$ cat config.mk
export PLATFORM = sky130hd
export DESIGN_NAME = fifo_read_ctrl
export DESIGN_NICKNAME = d
export VERILOG_FILES = /design/src/rtl/fifo_read_ctrl_pkg.sv /design/src/rtl/fifo_read_ctrl_skid_buf.sv /design/src/rtl/fifo_read_ctrl.sv
export SDC_FILE = /design/constraint.sdc
export NUM_CORES = 1
export LEC_CHECK = 0
export ABC_AREA = 1
export CAP_MARGIN = 20
export CORE_MARGIN = 1.5
export CORE_UTILIZATION = 35
export CTS_BUF_LIST = sky130_fd_sc_hd__clkbuf_2
export CTS_CLUSTER_DIAMETER = 120
export CTS_CLUSTER_SIZE = 20
export DETAILED_ROUTE_END_ITERATION = 12
export HOLD_SLACK_MARGIN = 0.12
export PLACE_DENSITY = 0.67
export SLEW_MARGIN = 30
export SYNTH_ARGS = -nofsm -noshare
export SYNTH_HDL_FRONTEND = slang
export SYNTH_HIERARCHICAL = 1
export SYNTH_SLANG_ARGS = --single-unit
$ cat constraint.sdc
create_clock -name rclk -period 3.3 [get_ports rclk]
set_input_delay 0.66 -clock rclk [delete_from_list [all_inputs] [get_ports rclk]]
set_output_delay 0.66 -clock rclk [all_outputs]
set_load 0.02 [all_outputs]
$ cat src/rtl/fifo_read_ctrl_pkg.sv
// Shared definitions for the async FIFO read side: data/address sizes,
// read-controller state encoding and the FIFO read latency.
package definitions;

  localparam int DATASIZE = 8;
  localparam int ADDRSIZE = 4;

  // Cycles from ren to rack/rdata on the FIFO read port
  localparam int RD_LAT = 1;

  typedef enum logic [1:0] {
    IDLE = 2'd0,
    READ = 2'd1,
    GAP  = 2'd2
  } read_state_t;

endpackage

$ cat src/rtl/fifo_read_ctrl_skid_buf.sv
// Small synchronous FIFO used as the skid buffer behind the FIFO read port.
// The controller guarantees push never hits a full buffer and pop never an empty one.
module rd_skid_buf #(
  parameter int DEPTH = 2,
  parameter int W     = 8
) (
  input  logic                       clk,
  input  logic                       clr,
  input  logic                       push,
  input  logic [W-1:0]               push_data,
  input  logic                       pop,
  output logic [$clog2(DEPTH):0]     occ,
  output logic [W-1:0]               head
);

  localparam int PTRW = $clog2(DEPTH);

  logic [W-1:0]    mem_q [DEPTH];
  logic [PTRW-1:0] wr_ptr_q, wr_ptr_d;
  logic [PTRW-1:0] rd_ptr_q, rd_ptr_d;
  logic [PTRW:0]   occ_q, occ_d;

  always_comb begin
    wr_ptr_d = wr_ptr_q;
    rd_ptr_d = rd_ptr_q;
    occ_d    = occ_q;
    if (push) wr_ptr_d = wr_ptr_q + PTRW'(1);
    if (pop)  rd_ptr_d = rd_ptr_q + PTRW'(1);
    if (push && !pop) begin
      occ_d = occ_q + (PTRW+1)'(1);
    end else if (!push && pop) begin
      occ_d = occ_q - (PTRW+1)'(1);
    end
  end

  always_ff @(posedge clk) begin
    if (clr) begin
      wr_ptr_q <= '0;
      rd_ptr_q <= '0;
      occ_q    <= '0;
    end else begin
      wr_ptr_q <= wr_ptr_d;
      rd_ptr_q <= rd_ptr_d;
      occ_q    <= occ_d;
    end
  end

  // Storage is not cleared; the head is only meaningful while occ != 0
  always_ff @(posedge clk) begin
    if (push && !clr) mem_q[wr_ptr_q] <= push_data;
  end

  assign occ  = occ_q;
  assign head = mem_q[rd_ptr_q];

endmodule

$ cat src/rtl/fifo_read_ctrl.sv
// Read-side consumer for the async FIFO: issues ren under a credit scheme,
// captures rack-qualified data into a skid buffer and streams it out.
module fifo_read_ctrl #(
  parameter int DATASIZE  = definitions::DATASIZE,
  parameter int BUF_DEPTH = 2,
  parameter int COUNTW    = 16
) (
  input  logic                rclk,
  input  logic                rrst,
  input  logic                rd_enable,
  input  logic                ridle,
  input  logic                remty,
  input  logic                rack,
  input  logic [DATASIZE-1:0] rdata,
  output logic                ren,
  output logic                out_valid,
  output logic [DATASIZE-1:0] out_data,
  input  logic                out_ready,
  output logic [COUNTW-1:0]   rd_count,
  output logic                err_unexp_ack,
  output logic                err_no_ack
);

  import definitions::*;

  localparam int OCCW = $clog2(BUF_DEPTH) + 1;

  read_state_t         state_q, state_d;
  logic [RD_LAT-1:0]   pipe_q, pipe_d;
  logic                first_q;
  logic [COUNTW-1:0]   rd_count_q, rd_count_d;
  logic                err_unexp_q, err_unexp_d;
  logic                err_noack_q, err_noack_d;

  logic [OCCW-1:0]     occ;
  logic [DATASIZE-1:0] head;
  logic [OCCW:0]       used;
  logic                inflight, has_credit, issue, ren_c;
  logic                pop, accept, unexp, noack;

  assign inflight  = pipe_q[RD_LAT-1];
  assign out_valid = (occ != '0);
  assign pop       = out_valid & out_ready;

  // A word leaving the buffer this cycle frees its slot for a read issued now,
  // which is what keeps back-to-back reads going with a two-entry buffer.
  always_comb begin
    used = (OCCW+1)'(occ) + (OCCW+1)'($countones(pipe_q)) - (OCCW+1)'(pop);
  end

  assign has_credit = (used < (OCCW+1)'(BUF_DEPTH));
  assign issue      = rd_enable & ~remty & has_credit;

  always_comb begin
    state_d = state_q;
    ren_c   = 1'b0;
    case (state_q)
      IDLE: begin
        if (issue) state_d = READ;
      end
      READ: begin
        ren_c = issue;
        if (issue && ridle) begin
          state_d = GAP;
        end else if (!rd_enable || remty) begin
          state_d = IDLE;
        end
      end
      GAP: begin
        state_d = issue ? READ : IDLE;
      end
      default: state_d = IDLE;
    endcase
  end

  // A stray rack in the first cycle out of reset belongs to a pre-reset read
  assign accept = rack & inflight;
  assign unexp  = rack & ~inflight & ~first_q;
  assign noack  = inflight & ~rack;

  always_comb begin
    pipe_d      = RD_LAT'({pipe_q, ren_c});
    rd_count_d  = rd_count_q + COUNTW'(accept);
    err_unexp_d = err_unexp_q | unexp;
    err_noack_d = err_noack_q | noack;
  end

  always_ff @(posedge rclk) begin
    if (rrst) begin
      state_q     <= IDLE;
      pipe_q      <= '0;
      first_q     <= 1'b1;
      rd_count_q  <= '0;
      err_unexp_q <= 1'b0;
      err_noack_q <= 1'b0;
    end else begin
      state_q     <= state_d;
      pipe_q      <= pipe_d;
      first_q     <= 1'b0;
      rd_count_q  <= rd_count_d;
      err_unexp_q <= err_unexp_d;
      err_noack_q <= err_noack_d;
    end
  end

  rd_skid_buf #(
    .DEPTH (BUF_DEPTH),
    .W     (DATASIZE)
  ) u_skid (
    .clk       (rclk),
    .clr       (rrst),
    .push      (accept),
    .push_data (rdata),
    .pop       (pop),
    .occ       (occ),
    .head      (head)
  );

  assign ren           = ren_c;
  assign out_data      = out_valid ? head : '0;
  assign rd_count      = rd_count_q;
  assign err_unexp_ack = err_unexp_q;
  assign err_no_ack    = err_noack_q;

endmodule

==> impl_metrics.csv <==
group,metric,value,unit
status,status,"complete, no violations",
sta,fin_worst_skew,10.1,ps
clocking,clk_path_buf_depth,2,
floorplanning,die_w,78.2,um
layout,finish.net_count,300,
power,cellPowerDensity,422,nW/um^2
min_path,hold_class,"reg2reg",
routing,wl_per_cell,10.1,um
floorplanning,coreArea,5470,sq um
power,ir_drop,0.151,mV
synth,synth_seq_area_share,51.6,%
synth,mappedNetlistArea,1980,sq um
global_route,grt_pass1_wl,5.79,mm
layout,nFillCells,546,
sta,worst_slew_pin_slew,678,ps
worst_setup_path,cp_cell_sequence,"nor2_1 -> nor2_2 -> ha_1 -> inv_1 -> nand2_2 -> fa_1 -> inv_1 -> nor2_2 -> nand2_1 -> nor2_1 -> buf_4",
global_route,antenna_found_initial,0,
clocking,numCtsBuffers,5,
clocking,cts_tree,"done",
global_route,grt_max_degree,21,
routing,drtIter0Drc,40,
worst_setup_path,worstSetupStartpointType,"register",
sta,rsz0062_at_grt,"false",
sta,slew_headroom,54.6,%
sta,tns,0,ps
routing,drc,0,
routing,dr.pass1.iters,4,
worst_setup_path,rr_worst_depth,12,
sta,hold_viol_final,0,
routing,routed_wl,3.55,mm
synth,syn-num-nets,246,
worst_setup_path,end_kind,"output pin",
global_route,grt_pass1_vias,1353,
layout,antennaDiodeCount,0,
clocking,cts_num_sinks,43,
clocking,clkSlewWorstSetupHoldPaths,220,ps
placement,dp.cells,344,
clocking,htree_num_levels,2,
sta,fmaxAchievable,0.327,GHz
power,leakagePower,1.06,nW
layout,post_route_cells_drive_above_1_share,14.6,%
synth,synth-seq-cells,43,
floorplanning,initial_core_util,36.1,%
placement,port_buffers,42,
worst_setup_path,reg2reg_from,"u_skid/occ[0]",
worst_setup_path,r2r_end,"state_q[0]",
worst_setup_path,rrSetupSlack,1220,ps
routing,vias_per_cell,4.33,
synth,synthesis.instances,226,
floorplanning,die_y,78.2,um
worst_setup_path,path_max_fanout,2,
global_route,grt.total_usage,12.0,%
worst_setup_path,required,2640,ps
routing,vias,1528,
clocking,postCtsHoldBufs,0,
worst_setup_path,crit_arrival,2400,ps
layout,syn_to_final_growth,31.9,%
min_path,hold_depth,2,
worst_setup_path,path_class,"reg2out",
floorplanning,num_io_pins,43,
placement,dp_hpwl,2.58,mm
min_path,hp-start,"u_skid/wr_ptr_q",
worst_setup_path,path_buf_inv,3,
power,p_total,1.10,mW
sta,slew_violations,0,
placement,routabilityCongestion,0.766,
routing,ant_nets,0,
sta,finalCritPeriodShare,92.6,%
layout,mostFrequentLayoutCell,"inv_1",
run,maxCapViolations,0,
worst_setup_path,critPathSlowestCell,"fa_1",
clocking,insertion_delay,410,ps
worst_setup_path,cpPeakStageDelay,490,ps
placement,pre_cts_ws,-546,ps
sta,setup_viol,0,
synth,yosys_warnings,6,
layout,instances_no_fill,353,
global_route,overflow,0,
worst_setup_path,crit_family,"adder cells",
min_path,holdPathEnd,"u_skid/wr_ptr_q",
sta,post-route-min-period,3060,ps
synth,syn_area_per_cell,8.75,sq um
clocking,root_buffer,"clkbuf_2",
synth,synth.distinct_cells,26,
layout,final_cell_mix,"46 x inv_1, 40 x clkdlybuf4s50_1, 37 x nand2_1",
floorplanning,rows,27,
floorplanning,die_area,6110,sq um
sta,setup_slack,245,ps
-- worst max path at each step --
stage               slack, ps     startpoint  cells past startpoint  end
floorplan                 380  u_skid/occ[0]                     10  ren
global placement         -520      out_ready                     12  ren
detailed placement       -550      out_ready                     12  ren
CTS                        10      out_ready                     12  ren
global route              100  u_skid/occ[0]                     11  ren
finish                    240  u_skid/occ[0]                     11  ren
-- synthesized netlist by cell type --
cell type / n / area [sq um]
nand3_2: 4 / 40.0
clkbuf_1: 1 / 3.75
xnor2_1: 2 / 17.5
inv_1: 46 / 173
nor2_1: 32 / 120
or2_1: 1 / 6.26
o21ai_0: 2 / 10.0
nor3_1: 6 / 30.0
xor2_1: 1 / 8.76
nand2_1: 38 / 143
or2_0: 1 / 6.26
o21ai_1: 4 / 20.0
o21a_1: 1 / 7.51
nand3_1: 6 / 30.0
fa_1: 1 / 20.0
buf_6: 1 / 11.3
nor2_2: 3 / 18.8
mux2_4: 8 / 120
nand4_1: 3 / 18.8
dfxtp_1: 27 / 541
inv_2: 2 / 7.51
a21oi_1: 12 / 60.1
nand2_2: 2 / 12.5
ha_1: 4 / 50.1
edfxtp_1: 16 / 480
nor2_4: 2 / 22.5
-- flip-flops by register name (all words and copies together) (netlist names), named ones only --
signal	cells
u_skid/occ	2
inflight	1
u_skid/mem_q	16
err_unexp_ack	1
first_q	1
rd_count	16
state_q	2
err_no_ack	1
u_skid/wr_ptr_q	1
u_skid/rd_ptr_q	1
-- metrics by stage --
| step | hold WS (ps) | utilization, % | cell area [sq um] |
|---|---|---|---|
| final | 486 | 47.7 | 2610 |
| after global routing | 524 | 47.7 | 2610 |
| after CTS | 489 | 47.5 | 2600 |
| after detailed placement | 464 | 46.0 | 2520 |
| after global placement | 452 | 46.0 | 2520 |
| after floorplan | 437 | - | 1980 |
-- layout make-up --
cell class / count / area [sq um] / share of cell area (%)
Tap cell: 72 / 90.1 / 3.45
Clock buffer: 5 / 25.0 / 0.959
Timing Repair Buffer: 49 / 473 / 18.1
Sequential cell: 43 / 1020 / 39.1
Inverter: 48 / 180 / 6.90
Multi-Input combinational cell: 133 / 777 / 29.8
Clock inverter: 3 / 43.8 / 1.68
-- report_power, final --
part / switching [mW] / total (mW) / internal (mW)
logic: 0.108 / 0.222 / 0.114
clock network: 0.176 / 0.304 / 0.128
registers: 0.0126 / 0.575 / 0.563
-- tightest hold or removal path: cells and delay by family (launching register included) --
| kind | cells | cell delay, ps |
|---|---|---|
| simple gates | 1 | 60 |
| compound gates | 1 | 50 |
| flops | 1 | 360 |
-- cell families after synthesis --
| family | after synthesis | synth area share [%] |
|---|---|---|
| simple gates | 98 | 22.6 |
| buf+inv | 50 | 9.87 |
| flops | 43 | 51.6 |
| compound gates | 19 | 4.93 |
| mux | 8 | 6.07 |
| fa+ha+maj | 5 | 3.54 |
| xor+xnor | 3 | 1.33 |
-- timing repair --
| action | in CTS | in global routing |
|---|---|---|
| resized for setup | 8 | 2 |
| pin swaps | 1 | 6 |
| setup buffers | 0 | 1 |
| endpoints found under the setup margin | 1 | 1 |
-- routing by layer --
| metal | track usage [%] | share of wire (%) | wire (um) | vias up |
|---|---|---|---|---|
| li1 | - | - | - | 812 |
| met1 | 14.9 | 49 | 1730 | 676 |
| met2 | 19.9 | 45 | 1610 | 34 |
| met3 | 2.44 | 4.6 | 163 | 6 |
| met4 | 5.89 | 1.4 | 48 | 0 |
| met5 | 0 | 0 | 0 | - |
(Power assumes the default switching activity.)
==> edit: new RTL, same settings <==
The 3 states of `read_state_t` get a one-hot encoding in 3 bits.
--- a/src/rtl/fifo_read_ctrl_pkg.sv
+++ b/src/rtl/fifo_read_ctrl_pkg.sv
@@ -10,6 +10,6 @@
 
-  typedef enum logic [1:0] {
-    IDLE = 2'd0,
-    READ = 2'd1,
-    GAP  = 2'd2
+  typedef enum logic [2:0] {
+    IDLE = 3'b001,
+    READ = 3'b010,
+    GAP  = 3'b100
   } read_state_t;
Behaviour: no difference found for any inputs over 10 cycles, from zero or initial values and one cycle with rrst high; not proved beyond that.
==> edit against the original RTL <==
  * Routed wire length up 12%
  * Fmax up 0.56%
  * Power shrank 12%
  * Via count is 7.4% higher
  * Utilization up 0.26 points
  * Critical path depth is the same
  * Count of clock-buffer cells in the layout unchanged
  * Sequential cell count is 1 higher
  * Global-route usage grew 0.97 points
  * Synthesized area grew 4.9%
  * Worst hold slack improved by 0.0065 ns
  * Cell area grew 3.0%
  * Cell count increased by 3.1%
  * Worst setup slack better by 0.017 ns
  * Largest cell class unchanged
  * Largest power group unchanged
==> edit: results (changes against the original RTL) <==
| Metric | Value |
|---|---|
| Met3 Usage GRT | 3.43% (+0.99 points) |
| Worst EP arrival | 2.38 ns (-0.02 ns) |
| Status | completed |
| Largest net degree at the start of global routing | 22 (+4.8%) |
| Inst Count DP | 355 (+3.2%) |
| M1 wire length | 1820 µm (+5.3%) |
| Worst vdd ir | 0.160 mV (+6.0%) |
| First-pass GRT wire length | 6510 µm (+13%) |
| Synth Area in Adders | 3.38% (-0.17 points) |
| DR WL met3 | 244 µm (+50%) |
| RR Endpoint | state_q[0] |
| Sw frac | 27.3% (+0.36 points) |
| Synth unique cells | 31 (+19%) |
| Post-Route WL | 3980 µm (+12%) |
| Num sequential | 44 (+2.3%) |
| Met2 usage | 21.1% (+1.2 points) |
| Placed Area | 0.00262 mm² (+4.2%) |
| Worst skew pair latency | 0.39 ns (-0.02 ns) |
| Non-Clock Buffer Area Fraction | 18.0% (-0.11 points) |
| R2R depth | 15 (+3) |
| Reg-to-reg slack, setup | 0.91 ns (-0.31 ns) |
| Multi-input gates | 140 (+5.3%) |
| Compound-Gate Fraction of Synth Area | 5.12% (+0.19 points) |
| Non-clock buffers | 50 (+2.0%) |
| # fillers | 555 (+1.6%) |
| Mapped Cells | 236 (+4.4%) |
| Total GRT Usage | 13.0% (+0.97 points) |
| Nets | 311 (+3.7%) |
| Fin area | 0.00269 mm² (+3.0%) |
| Clock-cell share | 1.44% (-1.2 points) |
| Via count | 1,641 (+7.4%) |
| Measured slew at the worst slew-check pin | 0.669 ns (-0.00968 ns) |
| Synth Net Count | 256 (+4.1%) |
==> edit: changes by cell type in the layout (fill, tap and decap cells not counted), sizes merged, moves of 3 or more <==
cell   delta
nor3      +8
nor2      -3
nand2     -3
nand3     +3
==> edit: through the flow <==
step                utilization [%]  setup slack [ns]
detailed placement             46.8            -0.509
CTS                            47.5           0.00519
floorplan                         -             0.362
global placement               46.8            -0.497
finish                         47.9             0.261
global route                   47.9            0.0409
==> edit: critical path, stage by stage, from the launching register on <==
cell,delay [ns]
dfxtp_1,0.36
nor2_1,0.17
nor2_2,0.07
ha_1,0.28
inv_1,0.05
nand2_1,0.06
fa_1,0.50
inv_1,0.05
nor2_2,0.13
nand2_2,0.09
nor2_4,0.10
buf_6,0.12
==> edit: timing repair <==
| item | 4_1_cts | 5_1_grt |
|---|---|---|
| buffers inserted | 0 | 1 |
| gates resized for setup | 6 | 6 |
| endpoints found under the setup margin | 1 | 1 |
| hold buffers | 0 | 0 |
| endpoints found under the hold margin | 0 | 0 |
| pin swaps | 3 | 6 |
